--- config.mk ---
export PLATFORM = sky130hd
export DESIGN_NAME = always_combi
export DESIGN_NICKNAME = d
export VERILOG_FILES = /design/src/rtl/always_combi_pkg.sv /design/src/rtl/always_combi_sat_counter.sv /design/src/rtl/always_combi.sv
export SDC_FILE = /design/constraint.sdc
export NUM_CORES = 1
export LEC_CHECK = 0
export CAP_MARGIN = 20
export CELL_PAD_IN_SITES_DETAIL_PLACEMENT = 2
export CELL_PAD_IN_SITES_GLOBAL_PLACEMENT = 2
export CORE_UTILIZATION = 25
export DETAILED_ROUTE_END_ITERATION = 10
export HOLD_SLACK_MARGIN = 0.15
export PLACE_DENSITY_LB_ADDON = 0.1
export SLEW_MARGIN = 5
export SYNTH_ARGS = -nofsm -noshare
export SYNTH_HDL_FRONTEND = slang
export SYNTH_SLANG_ARGS = --single-unit
--- constraint.sdc ---
create_clock -name clk -period 1.9 [get_ports clk]
set_input_delay 0.19 -clock clk [delete_from_list [all_inputs] [get_ports clk]]
set_output_delay 0.19 -clock clk [all_outputs]
set_load 0.02 [all_outputs]
--- src/rtl/always_combi_pkg.sv ---
// always_combi_pkg: shared constants and helpers for the always_combi block.
//   DEFAULT_WIDTH  - default operand / AND-output width
//   DEFAULT_CNT_W  - default width of the AND-true cycle counter
//   sat_inc()      - saturating increment, usable for any counter width <= 32
package always_combi_pkg;

  localparam int unsigned DEFAULT_WIDTH = 1;
  localparam int unsigned DEFAULT_CNT_W = 8;

  // Callers zero-extend their count to 32 bits and pass their own maximum.
  // The result is then truncated back to the caller's width, so one function
  // serves every counter width up to 32 bits.
  function automatic logic [31:0] sat_inc(input logic [31:0] value,
                                          input logic [31:0] max_value);
    return (value >= max_value) ? value : value + 32'd1;
  endfunction

endpackage

--- src/rtl/always_combi_sat_counter.sv ---
// sat_counter: enable-gated up-counter that holds at its maximum value.
//   clk_i  - rising-edge clock
//   rst_i  - asynchronous active-high reset, clears the count
//   en_i   - count enable, sampled on each rising edge
//   cnt_o  - current count, saturates at 2**CNT_W - 1
module sat_counter
  import always_combi_pkg::*;
#(
  parameter int unsigned CNT_W = DEFAULT_CNT_W
) (
  input  logic             clk_i,
  input  logic             rst_i,
  input  logic             en_i,
  output logic [CNT_W-1:0] cnt_o
);

  localparam logic [31:0] MAX_VAL = 32'((64'd1 << CNT_W) - 64'd1);

  logic [CNT_W-1:0] cnt_q, cnt_d;

  always_comb begin
    cnt_d = cnt_q;
    if (en_i) begin
      cnt_d = CNT_W'(sat_inc(32'(cnt_q), MAX_VAL));
    end
  end

  always_ff @(posedge clk_i or posedge rst_i) begin
    if (rst_i) begin
      cnt_q <= '0;
    end else begin
      cnt_q <= cnt_d;
    end
  end

  assign cnt_o = cnt_q;

endmodule

--- src/rtl/always_combi.sv ---
// always_combi: bitwise-AND reference block. The same a & b is produced by a
// continuous assignment and by a combinational procedural block; a registered
// copy, a sticky equivalence checker and a saturating AND-true counter are
// added on top.
//   clk             - rising-edge clock
//   rst             - asynchronous active-high reset
//   a, b            - operands
//   out_assign      - a & b, continuous assignment
//   out_alwaysblock - a & b, procedural combinational block
//   out_reg         - a & b registered (1-cycle latency)
//   mismatch        - sticky: the two combinational outputs differed at an edge
//   and_cnt         - saturating count of edges where a & b is non-zero
module always_combi
  import always_combi_pkg::*;
#(
  parameter int unsigned WIDTH = DEFAULT_WIDTH,
  parameter int unsigned CNT_W = DEFAULT_CNT_W
) (
  input  logic             clk,
  input  logic             rst,
  input  logic [WIDTH-1:0] a,
  input  logic [WIDTH-1:0] b,
  output logic [WIDTH-1:0] out_assign,
  output logic [WIDTH-1:0] out_alwaysblock,
  output logic [WIDTH-1:0] out_reg,
  output logic             mismatch,
  output logic [CNT_W-1:0] and_cnt
);

  logic [WIDTH-1:0] out_reg_q, out_reg_d;
  logic             mismatch_q, mismatch_d;
  logic             paths_differ;
  logic             paths_known;

  assign out_assign = a & b;

  always_comb begin
    out_alwaysblock = a & b;
  end

  // Only a difference between fully known values counts; X/Z on the inputs
  // propagates through both paths and must not trip the sticky flag.
  assign paths_differ = (out_assign !== out_alwaysblock);
  assign paths_known  = ((^{out_assign, out_alwaysblock}) !== 1'bx);

  always_comb begin
    out_reg_d  = a & b;
    mismatch_d = mismatch_q | (paths_differ & paths_known);
  end

  always_ff @(posedge clk or posedge rst) begin
    if (rst) begin
      out_reg_q  <= '0;
      mismatch_q <= 1'b0;
    end else begin
      out_reg_q  <= out_reg_d;
      mismatch_q <= mismatch_d;
    end
  end

  assign out_reg  = out_reg_q;
  assign mismatch = mismatch_q;

  sat_counter #(
    .CNT_W (CNT_W)
  ) u_and_cnt (
    .clk_i (clk),
    .rst_i (rst),
    .en_i  (|(a & b)),
    .cnt_o (and_cnt)
  );

endmodule

# Word level (Yosys, flattened, before mapping)
# Index checks and enable logic that the tools add are counted.
# word_totals
output_inout_bits	12
regBits	9
elab_cells	7
# op_classes
n_lt_le_gt_ge	1
bitwise_logic	2
n_reduce_logical	1
add_sub_neg	1
# op_table
operator	count
8-bit by 1-bit adder with 8-bit output (second input constant)	1
8-bit greater-or-equal comparator (second input constant)	1
2-bit AND reduction	1
1-bit AND	1
1-bit NOT	1

# Logic depth before layout (Yosys ltp)
# Gate-level depths: netlist of run 1.
# depth
word_depth	3
mapped_depth	4
mapped_depth_nobuf	4

# Hierarchy
# A second synthesis of run 1 with hierarchy kept.
# hier_totals
cells_unflattened	44
hier_area_um2	465.4
# modules_own_cells
module	area_each_um2	instances	seq_area_each_um2	cells_per_inst
sat_counter	411.6	1	200.2	38
always_combi	53.8	1	25.0	6

# Worst setup path before layout of run 1
# No wires, ideal clock.
# synth_path
path_type	register -> register
startpoint	reg u_and_cnt.cnt_q[1] (netlist: u_and_cnt.cnt_o[1])
endpoint	reg u_and_cnt.cnt_q[1] (netlist: u_and_cnt.cnt_o[1])
t_arrival_ns	1.352
path_stages_with_launch	5
slack_ns	0.420
required_time_ns	1.772
cell_sequence	dfrtp_1 -> ha_1 -> nand3_1 -> o21ai_2 -> mux2_1
# synth_between
elab_chain_len	3
# synth_lines
item	line	text
start, declared	always_combi_sat_counter.sv:19	logic [CNT_W-1:0] cnt_q, cnt_d;
start signal, assigned	always_combi_sat_counter.sv:32	cnt_q <= cnt_d;
8-bit greater-or-equal comparator	always_combi_pkg.sv:15	return (value >= max_value) ? value : value + 32'd1;
1-bit NOT (no line)	-	
2-bit AND reduction (no line)	-	
# Parallel ways exist; a longest one is shown, timed or not.
# A chain may end at the register's enable or synchronous reset.

# Worst setup path after layout of run 1
# layout_path
startpoint	in a
endpoint	out out_alwaysblock
# layout_between
elab_chain_len	1
# layout_lines
item	line	text
start, declared	always_combi.sv:21	input logic [WIDTH-1:0] a,
1-bit AND	always_combi.sv:38	out_alwaysblock = a & b;
end, declared	always_combi.sv:24	output logic [WIDTH-1:0] out_alwaysblock,
# No other way between the ends.

==> key figures, run 1 <==
Finish
  • Util after Layout: 37.1%
  • Fillcell total: 203
  • Final Net Count: 62
  • # diodes: 0
  • Layout cells sized above 1: 14.3%
  • Synth-to-layout area growth: 39.9%
  • Fin area: 641 um^2
  • Non-filler cells, final: 81
  • Max reg flops: 8

Critical path
  • Crit path cell chain: clkdlybuf4s50_1, and2_1, clkdlybuf4s50_1
  • R2r startpoint: u_and_cnt.cnt_o[1]
  • Crit path DAT: 1.58 ns
  • Crit start category: primary input
  • CP top delay family: buffers and inverters
  • Max stage delay on crit path: 0.64 ns
  • Most frequent CP cell: clkdlybuf4s50_1
  • Crit path capture type: primary output
  • Critical path buffers and inverters: 2
  • Setup CP Type: in2out
  • Worst Path Required: 1.71 ns
  • Slowest CP cell: clkdlybuf4s50_1
  • CP max FO: 5
  • Worst Setup SP: a
  • Number of cells on the critical path: 3
  • FF-to-FF path depth: 4

Synthesis
  • Warnings from Yosys: 0
  • Sequential area share after synthesis: 49.2%
  • Ys async rst share: 100%
  • Cell Area, Synth: 458 um^2
  • Most frequent cells after synthesis: 9 x dfrtp_1, 4 x xnor2_1
  • Mean Syn Cell Area: 11.4 um^2
  • Cell taking the most area after synthesis: dfrtp_1
  • EDFF count, synth: 0
  • Most common cell in the synthesized netlist: dfrtp_1
  • Netlist cell types: 22
  • Synth Flop Type: dfrtp_1
  • Flop and latch count out of synthesis: 9
  • Synth top area cells: dfrtp_1 49%, xnor2_1 7.7%, buf_4 3.3%, o211ai_1 3.3%, a211oi_2 2.7%
  • Area share of the leading cell type in the synthesized netlist: 49.2%
  • Cells after Synth: 40
  • Syn Nets: 45

Timing
  • Minimum clock period: 1.77 ns
  • Fin crit share: 93.3%
  • RSZ-0062 raised after global routing: no
  • Final setup fails: 0
  • Fin Clk Skew: 0.000719 ns
  • Final hold viol count: 0
  • Max Clock Freq: 564 MHz
  • Max-slew violations: 0
  • Final Worst Setup Slack: 0.128 ns
  • Final setup TNS: 0 ns

Clocking
  • Cts repair resizes: 0
  • CTS tree: yes
  • Cts bufs inserted: 3
  • Clk sink count: 9
  • Longest Clk Path Bufs: 2
  • Post-CTS Hold Fix Bufs: 0
  • Clk_lat worst skew: 0.26 ns
  • Root Buffer: clkbuf_4
  • CTS H-tree lvls: 1
  • Post-CTS Setup Bufs: 0
  • Worst-path clk slew: 0.06 ns

Route
  • Initial drt markers: 3
  • Wirelength, routed: 1.11 mm
  • Vias per cell: 4.48
  • Vias: 363
  • DRC: 0
  • Final ANT Viol Nets: 0
  • DR pass1 iterations: 2
  • Drt wl/cell: 13.7 um

Flow run
  • Maxcap violations: 0

Global route
  • First-pass GRT wire length: 1.74 mm
  • Vias in the first global route: 391
  • Pin count of the biggest net entering global routing: 10
  • Gr ovfl total: 0
  • Overall Global Routing Usage: 12.8%
  • Initial antenna violation count: 0

Place
  • DP Wirelength: 834 um
  • # placed instances: 77
  • Port Buf Inserts: 14
  • Routability cong.: 0.662
  • DP Area: 614 um^2
  • Dpl ws: 0.118 ns

Pwr
  • Leak Pwr: 0.272 nW
  • Cell Pwr Density: 1330 nW/um^2
  • Worst IR Drop VDD: 0.410 mV

Die
  • Core Footprint: 1730 um^2
  • Full die area: 2010 um^2
  • I/O pin count: 16
  • Row count: 15
  • Effective utilization at floorplan: 26.5%
  • Die height: 44.8 um
  • Die width: 44.8 um

Min path
  • Min-delay worst type: in2async

Status
  • Status: completed
==> through the flow <==
stage               power (W)  hold slack [ns]
finish               0.000851            0.208
global route         0.000912            0.224
CTS                  0.000871            0.211
detailed placement   0.000711            0.489
global placement     0.000691            0.475
floorplan            0.000526           0.0179
==> final cells by class <==
type / instances / area [um^2] / area share (%)
flip-flops and latches: 9 / 225 / 35.2
multi-input cells: 27 / 210 / 32.8
inverters: 2 / 7.51 / 1.17
well taps: 25 / 31.3 / 4.88
repair buffers: 14 / 140 / 21.9
clock buffers: 4 / 26.3 / 4.10
==> path summary, 6_finish.rpt <==
check / to / slack (ns)
max: out_alwaysblock / 0.13
min: out_reg / 0.21
max reg2reg: u_and_cnt.cnt_o[1] / 0.41
min reg2reg: u_and_cnt.cnt_o[0] / 0.54
max in group asynchronous: u_and_cnt.cnt_o[5] / 1.43
min in group clk: u_and_cnt.cnt_o[0] / 0.54
==> power breakdown <==
part | total, W | internal, W | leakage (nW) | switching, W
combinational | 0.000342 | 0.000175 | 0.143 | 0.000167
clock | 0.000147 | 0.0000809 | 0.0150 | 0.0000663
sequential | 0.000362 | 0.000256 | 0.114 | 0.000106
==> layout by cell type, fill, tap and decap left out <==
| cell | netlist | layout |
|---|---|---|
| xor2_1 | 1 | 1 |
| and4_4 | 1 | 1 |
| and4_1 | 1 | 1 |
| clkdlybuf4s50_1 | 0 | 14 |
| nand4_1 | 2 | 2 |
| clkbuf_1 | 0 | 1 |
| and2_1 | 1 | 1 |
| clkbuf_4 | 0 | 3 |
| ha_1 | 1 | 1 |
| dfrtp_1 | 9 | 9 |
| conb_1 | 1 | 1 |
| mux2_2 | 1 | 1 |
| xnor2_1 | 4 | 4 |
| nor2_1 | 2 | 2 |
| o21ai_2 | 1 | 1 |
| and3_1 | 1 | 1 |
| nand2b_1 | 1 | 1 |
| nand4_2 | 1 | 1 |
| mux2_1 | 1 | 1 |
| nand3_1 | 2 | 2 |
| o211ai_1 | 2 | 2 |
| a21oi_1 | 2 | 2 |
| a211oi_2 | 1 | 1 |
| inv_1 | 2 | 2 |
==> cell families (layout without fill, tap and decap cells) <==
family / Yosys count / after routing / synth area share [%]
compound gates: 6 / 6 / 10.1
xor+xnor: 5 / 5 / 9.56
fa+ha+maj: 1 / 1 / 2.73
buf+inv: 4 / 20 / 4.92
flops: 9 / 9 / 49.2
mux: 2 / 2 / 4.92
other cells: 1 / 1 / 0.819
simple gates: 12 / 12 / 17.8
==> metal layers <==
metal	track usage, %	vias up	share of wire, %
met2	20.0	8	50
met1	15.7	184	47
met3	3.60	0	3.4
met5	0	-	0
met4	7.27	0	0
li1	-	171	-
Power figures use the tool's default switching activity.
==> run 2: changes to the inputs <==
- PLACE_DENSITY: default -> 0.71
- PLACE_DENSITY_LB_ADDON: 0.1 -> default
- REMOVE_ABC_BUFFERS: default -> 1
==> run 2 against run 1 <==
  * Via count rose by 5.0%
  * Total power grew 0.51%
  * Maximum frequency rose by 4.2%
  * Clock skew grew 0.0043 ns
  * Highest routed layer is now met4
==> key figures, run 2 (synthesis results as in run 1) <==
Critical path
  • Crit path DAT: 1.51 ns
  • Crit path capture type: primary output
  • Setup CP Type: in2out
  • Crit start category: primary input
  • CP max FO: 3
  • Worst Path Required: 1.71 ns

Route
  • Vias: 381
  • DRC: 0
  • Initial drt markers: 4
  • Vias per cell: 4.65
  • Drt wl/cell: 14.1 um
  • Wirelength, routed: 1.16 mm
  • Final ANT Viol Nets: 0
  • DR pass1 iterations: 2

Timing
  • Final Worst Setup Slack: 0.199 ns
  • RSZ-0062 raised after global routing: no
  • Final hold viol count: 0
  • Fin crit share: 89.5%
  • Minimum clock period: 1.70 ns
  • Final setup TNS: 0 ns
  • Max Clock Freq: 588 MHz
  • Final setup fails: 0
  • Max-slew violations: 0
  • Fin Clk Skew: 0.00506 ns

Place
  • # placed instances: 78
  • Port Buf Inserts: 14
  • Routability cong.: 0.695
  • DP Wirelength: 855 um
  • Dpl ws: 0.206 ns

Die
  • I/O pin count: 16
  • Die height: 44.8 um
  • Core Footprint: 1730 um^2
  • Die width: 44.8 um
  • Full die area: 2010 um^2
  • Row count: 15
  • Effective utilization at floorplan: 26.5%

Clocking
  • Cts bufs inserted: 3
  • Clk_lat worst skew: 0.26 ns
  • Post-CTS Setup Bufs: 0
  • Longest Clk Path Bufs: 2
  • Post-CTS Hold Fix Bufs: 0
  • CTS tree: yes
  • CTS H-tree lvls: 1
  • Worst-path clk slew: 0.06 ns
  • Cts repair resizes: 0
  • Clk sink count: 9
  • Root Buffer: clkbuf_4

Global route
  • Pin count of the biggest net entering global routing: 10
  • Initial antenna violation count: 0
  • Vias in the first global route: 401
  • First-pass GRT wire length: 1.90 mm
  • Gr ovfl total: 0
  • Overall Global Routing Usage: 14.0%

Finish
  • Register area: 225 um^2
  • Most common cell after layout, fill and taps aside: clkdlybuf4s50_1
  • Synth-to-layout area growth: 41.5%
  • Most frequent cells in the layout: 14 x clkdlybuf4s50_1, 9 x dfrtp_1, 4 x xnor2_1, 3 x clkbuf_4
  • Fillcell total: 199
  • Max reg flops: 8
  • # diodes: 0
  • Non-filler cells, final: 82
  • Layout cells sized above 1: 15.8%
  • Final Net Count: 63
  • Area occupied by multi-input gates: 210 um^2

Status
  • Status: completed

Pwr
  • Cell Pwr Density: 1320 nW/um^2
  • Worst IR Drop VDD: 0.485 mV
  • Leak Pwr: 0.277 nW

Min path
  • Min-delay worst type: in2async

Flow run
  • Maxcap violations: 0
run 2: cell types whose count changed in the layout (fill, tap and decap cells not counted):
| cell | before | now |
|---|---|---|
| buf_4 | 0 | 1 |
run 2: per-stage QoR:
stage | utilization, % | power [W] | instance area, um^2 | hold WS (ns)
after floorplan | - | 0.000523 | 443 | 0.0179
after global placement | 36.0 | 0.000701 | 622 | 0.486
after detailed placement | 36.0 | 0.000709 | 622 | 0.485
after CTS | 37.5 | 0.000876 | 648 | 0.202
after global routing | 37.5 | 0.000919 | 648 | 0.225
final | 37.5 | 0.000856 | 648 | 0.192
run 2: critical path, stage by stage:
cell and delay (ns):
clkdlybuf4s50_1 0.50, and2_1 0.19, clkdlybuf4s50_1 0.63
run 2: cell type report:
cell class	count	share of cell area, %
clock buffers	4	4.05
inverters	2	1.16
multi-input cells	27	32.4
flip-flops and latches	9	34.7
well taps	25	4.83
repair buffers	15	22.8
run 2: layer usage:
layer | part of all wire (%) | track usage, % | vias to the layer above
met4 | 1.2 | 8.48 | 0
met1 | 42 | 16.0 | 194
met3 | 4.9 | 6.00 | 2
met5 | 0 | 0 | -
li1 | - | - | 174
met2 | 52 | 21.8 | 11
run 2: report_power, final:
part	switching, W	internal, W
clock	0.0000681	0.0000810
combinational	0.000168	0.000178
sequential	0.000105	0.000256
run 2: final timing paths:
kind                                    start                 end  slack [ns]  depth (start not counted)
setup / recovery                            b     out_alwaysblock        0.20                          3
max in group asynchronous                 rst  u_and_cnt.cnt_o[2]        1.44                          2
setup reg to reg           u_and_cnt.cnt_o[1]  u_and_cnt.cnt_o[1]        0.38                          4
hold / removal                            rst  u_and_cnt.cnt_o[3]        0.19                          2
min in group clk           u_and_cnt.cnt_o[0]  u_and_cnt.cnt_o[0]        0.53                          1
hold reg to reg            u_and_cnt.cnt_o[0]  u_and_cnt.cnt_o[0]        0.53                          1
==> run 3: changes to the inputs <==
- CORE_UTILIZATION: 25 -> 34
- DONT_BUFFER_PORTS: default -> 1
- PLACE_DENSITY: 0.71 -> 0.68
==> run 3 against run 2 <==
  * Sequential share of layout area up 9.3 points
  * Clock power about the same
  * Routed wire length down 12%
  * Global-route usage up 3.6 points
  * Combinational power down 51%
  * First-iteration DRC count down 50%
  * Core utilization up 6.2 points
  * Setup slack better by 0.090 ns
  * Via count down 14%
  * Critical path depth up 1
  * Design area down 21%
  * Non-clock buffer count down 12
==> key figures, run 3 (synthesis results as in run 1) <==
Min path
  • Worst Hold Depth: 3
  • Worst Hold Launch: a
  • Hold EP: u_and_cnt.cnt_o[2]
  • Min-delay worst type: in2reg

Clocking
  • Root Buffer: clkbuf_4
  • CTS tree: yes
  • Clk_lat worst skew: 0.26 ns
  • Longest Clk Path Bufs: 2
  • Cts repair resizes: 0
  • Post-CTS Setup Bufs: 0
  • CTS H-tree lvls: 1
  • Clk sink count: 9
  • Worst-path clk slew: 0.06 ns
  • Cts bufs inserted: 3

Global route
  • Gr ovfl total: 0
  • Initial antenna violation count: 0
  • Vias in the first global route: 378
  • Pin count of the biggest net entering global routing: 10
  • First-pass GRT wire length: 1.69 mm
  • Overall Global Routing Usage: 17.6%

Place
  • Port Buf Inserts: 0
  • DP Area: 475 um^2
  • Routability cong.: 0.726
  • DP Wirelength: 792 um
  • Dpl ws: 0.286 ns

Critical path
  • FF-to-FF End: u_and_cnt.cnt_o[1]
  • FF-to-FF path depth: 4
  • R2r setup slk: 0.29 ns
  • Setup CP Type: reg2reg
  • Crit start category: register
  • Crit path DAT: 1.75 ns
  • R2r startpoint: u_and_cnt.cnt_o[0]
  • Crit path capture type: register
  • Worst Path Required: 2.04 ns
  • CP max FO: 4

Die
  • Full die area: 1500 um^2
  • Row count: 12
  • Die height: 38.7 um
  • Die width: 38.7 um
  • Effective utilization at floorplan: 39.1%
  • Core Footprint: 1170 um^2
  • I/O pin count: 16

Pwr
  • Worst IR Drop VDD: 0.759 mV
  • Leak Pwr: 0.234 nW
  • Cell Pwr Density: 1440 nW/um^2

Finish
  • Synth-to-layout area growth: 11.7%
  • Fin area: 512 um^2
  • Most common cell after layout, fill and taps aside: dfrtp_1
  • Final Net Count: 51
  • # diodes: 0
  • Most frequent cells in the layout: 9 x dfrtp_1, 4 x xnor2_1, 3 x clkbuf_4
  • Max reg flops: 8
  • Layout cells sized above 1: 22.2%

Flow run
  • Maxcap violations: 0

Timing
  • Final setup TNS: 0 ns
  • Max Clock Freq: 621 MHz
  • Final Worst Setup Slack: 0.290 ns
  • Max-slew violations: 0
  • Final setup fails: 0
  • Minimum clock period: 1.61 ns
  • Worst-Margin Slew: 0.542 ns
  • Relative max-transition margin: 63.9%
  • Fin crit share: 84.8%
  • Fin Clk Skew: 0.00314 ns
  • RSZ-0062 raised after global routing: no
  • Final hold viol count: 0

Route
  • Final ANT Viol Nets: 0
  • Initial drt markers: 2
  • Drt wl/cell: 17.4 um
  • Vias per cell: 5.54
  • Wirelength, routed: 1.03 mm
  • DRC: 0
  • Vias: 327
  • DR pass1 iterations: 2

Status
  • Status: completed
run 3: repair_timing:
action | in CTS | in global routing
setup endpoints to repair | 0 | 0
hold buffers | 1 | 0
hold endpoints to repair | 9 | 0
run 3: per-stage QoR:
step | util (%) | std cells | power [W] | hold WS, ns
2_1_floorplan | - | 38 | 0.000523 | 0.0179
3_3_place_gp | 40.6 | 54 | 0.000574 | 0.0544
3_5_place_dp | 40.6 | 54 | 0.000593 | 0.0714
4_1_cts | 43.7 | 59 | 0.000748 | 0.285
5_1_grt | 43.7 | 59 | 0.000783 | 0.320
6_report | 43.7 | 59 | 0.000739 | 0.291
run 3: per-layer routing:
metal  track usage, %  up-vias  part of all wire, %
li1                 -      153                    -
met1             19.2      163                   45
met2             29.2        9                   50
met3             5.78        2                  5.1
met4             10.3        0                 0.68
met5                0        -                    0
run 3: final cells by class:
class                   count  area, um^2
repair buffers              3        25.0
well taps                  14        17.5
flip-flops and latches      9         225
fillers                   122         659
multi-input cells          27         210
clock buffers               4        26.3
inverters                   2        7.51
run 3: worst max path at each step:
| stage | from | endpoint | cells past startpoint |
|---|---|---|---|
| 6_report | u_and_cnt.cnt_o[0] | u_and_cnt.cnt_o[1] | 4 |
| 5_1_grt | u_and_cnt.cnt_o[0] | u_and_cnt.cnt_o[1] | 4 |
| 4_1_cts | u_and_cnt.cnt_o[0] | u_and_cnt.cnt_o[1] | 4 |
| 3_5_place_dp | u_and_cnt.cnt_o[0] | u_and_cnt.cnt_o[1] | 4 |
| 3_3_place_gp | u_and_cnt.cnt_o[0] | u_and_cnt.cnt_o[1] | 4 |
| 2_1_floorplan | u_and_cnt.cnt_o[1] | u_and_cnt.cnt_o[1] | 4 |
run 3: power by group:
group	leakage (nW)	total, W	internal [W]	switching (W)
logic	0.105	0.000168	0.0000765	0.0000917
clock network	0.0150	0.000147	0.0000809	0.0000661
registers	0.114	0.000423	0.000255	0.000169
run 3: critical path, stage by stage (launching register included):
cell     delay, ns
dfrtp_1       0.52
ha_1          0.26
nand3_1       0.17
o21ai_2       0.21
mux2_1        0.33
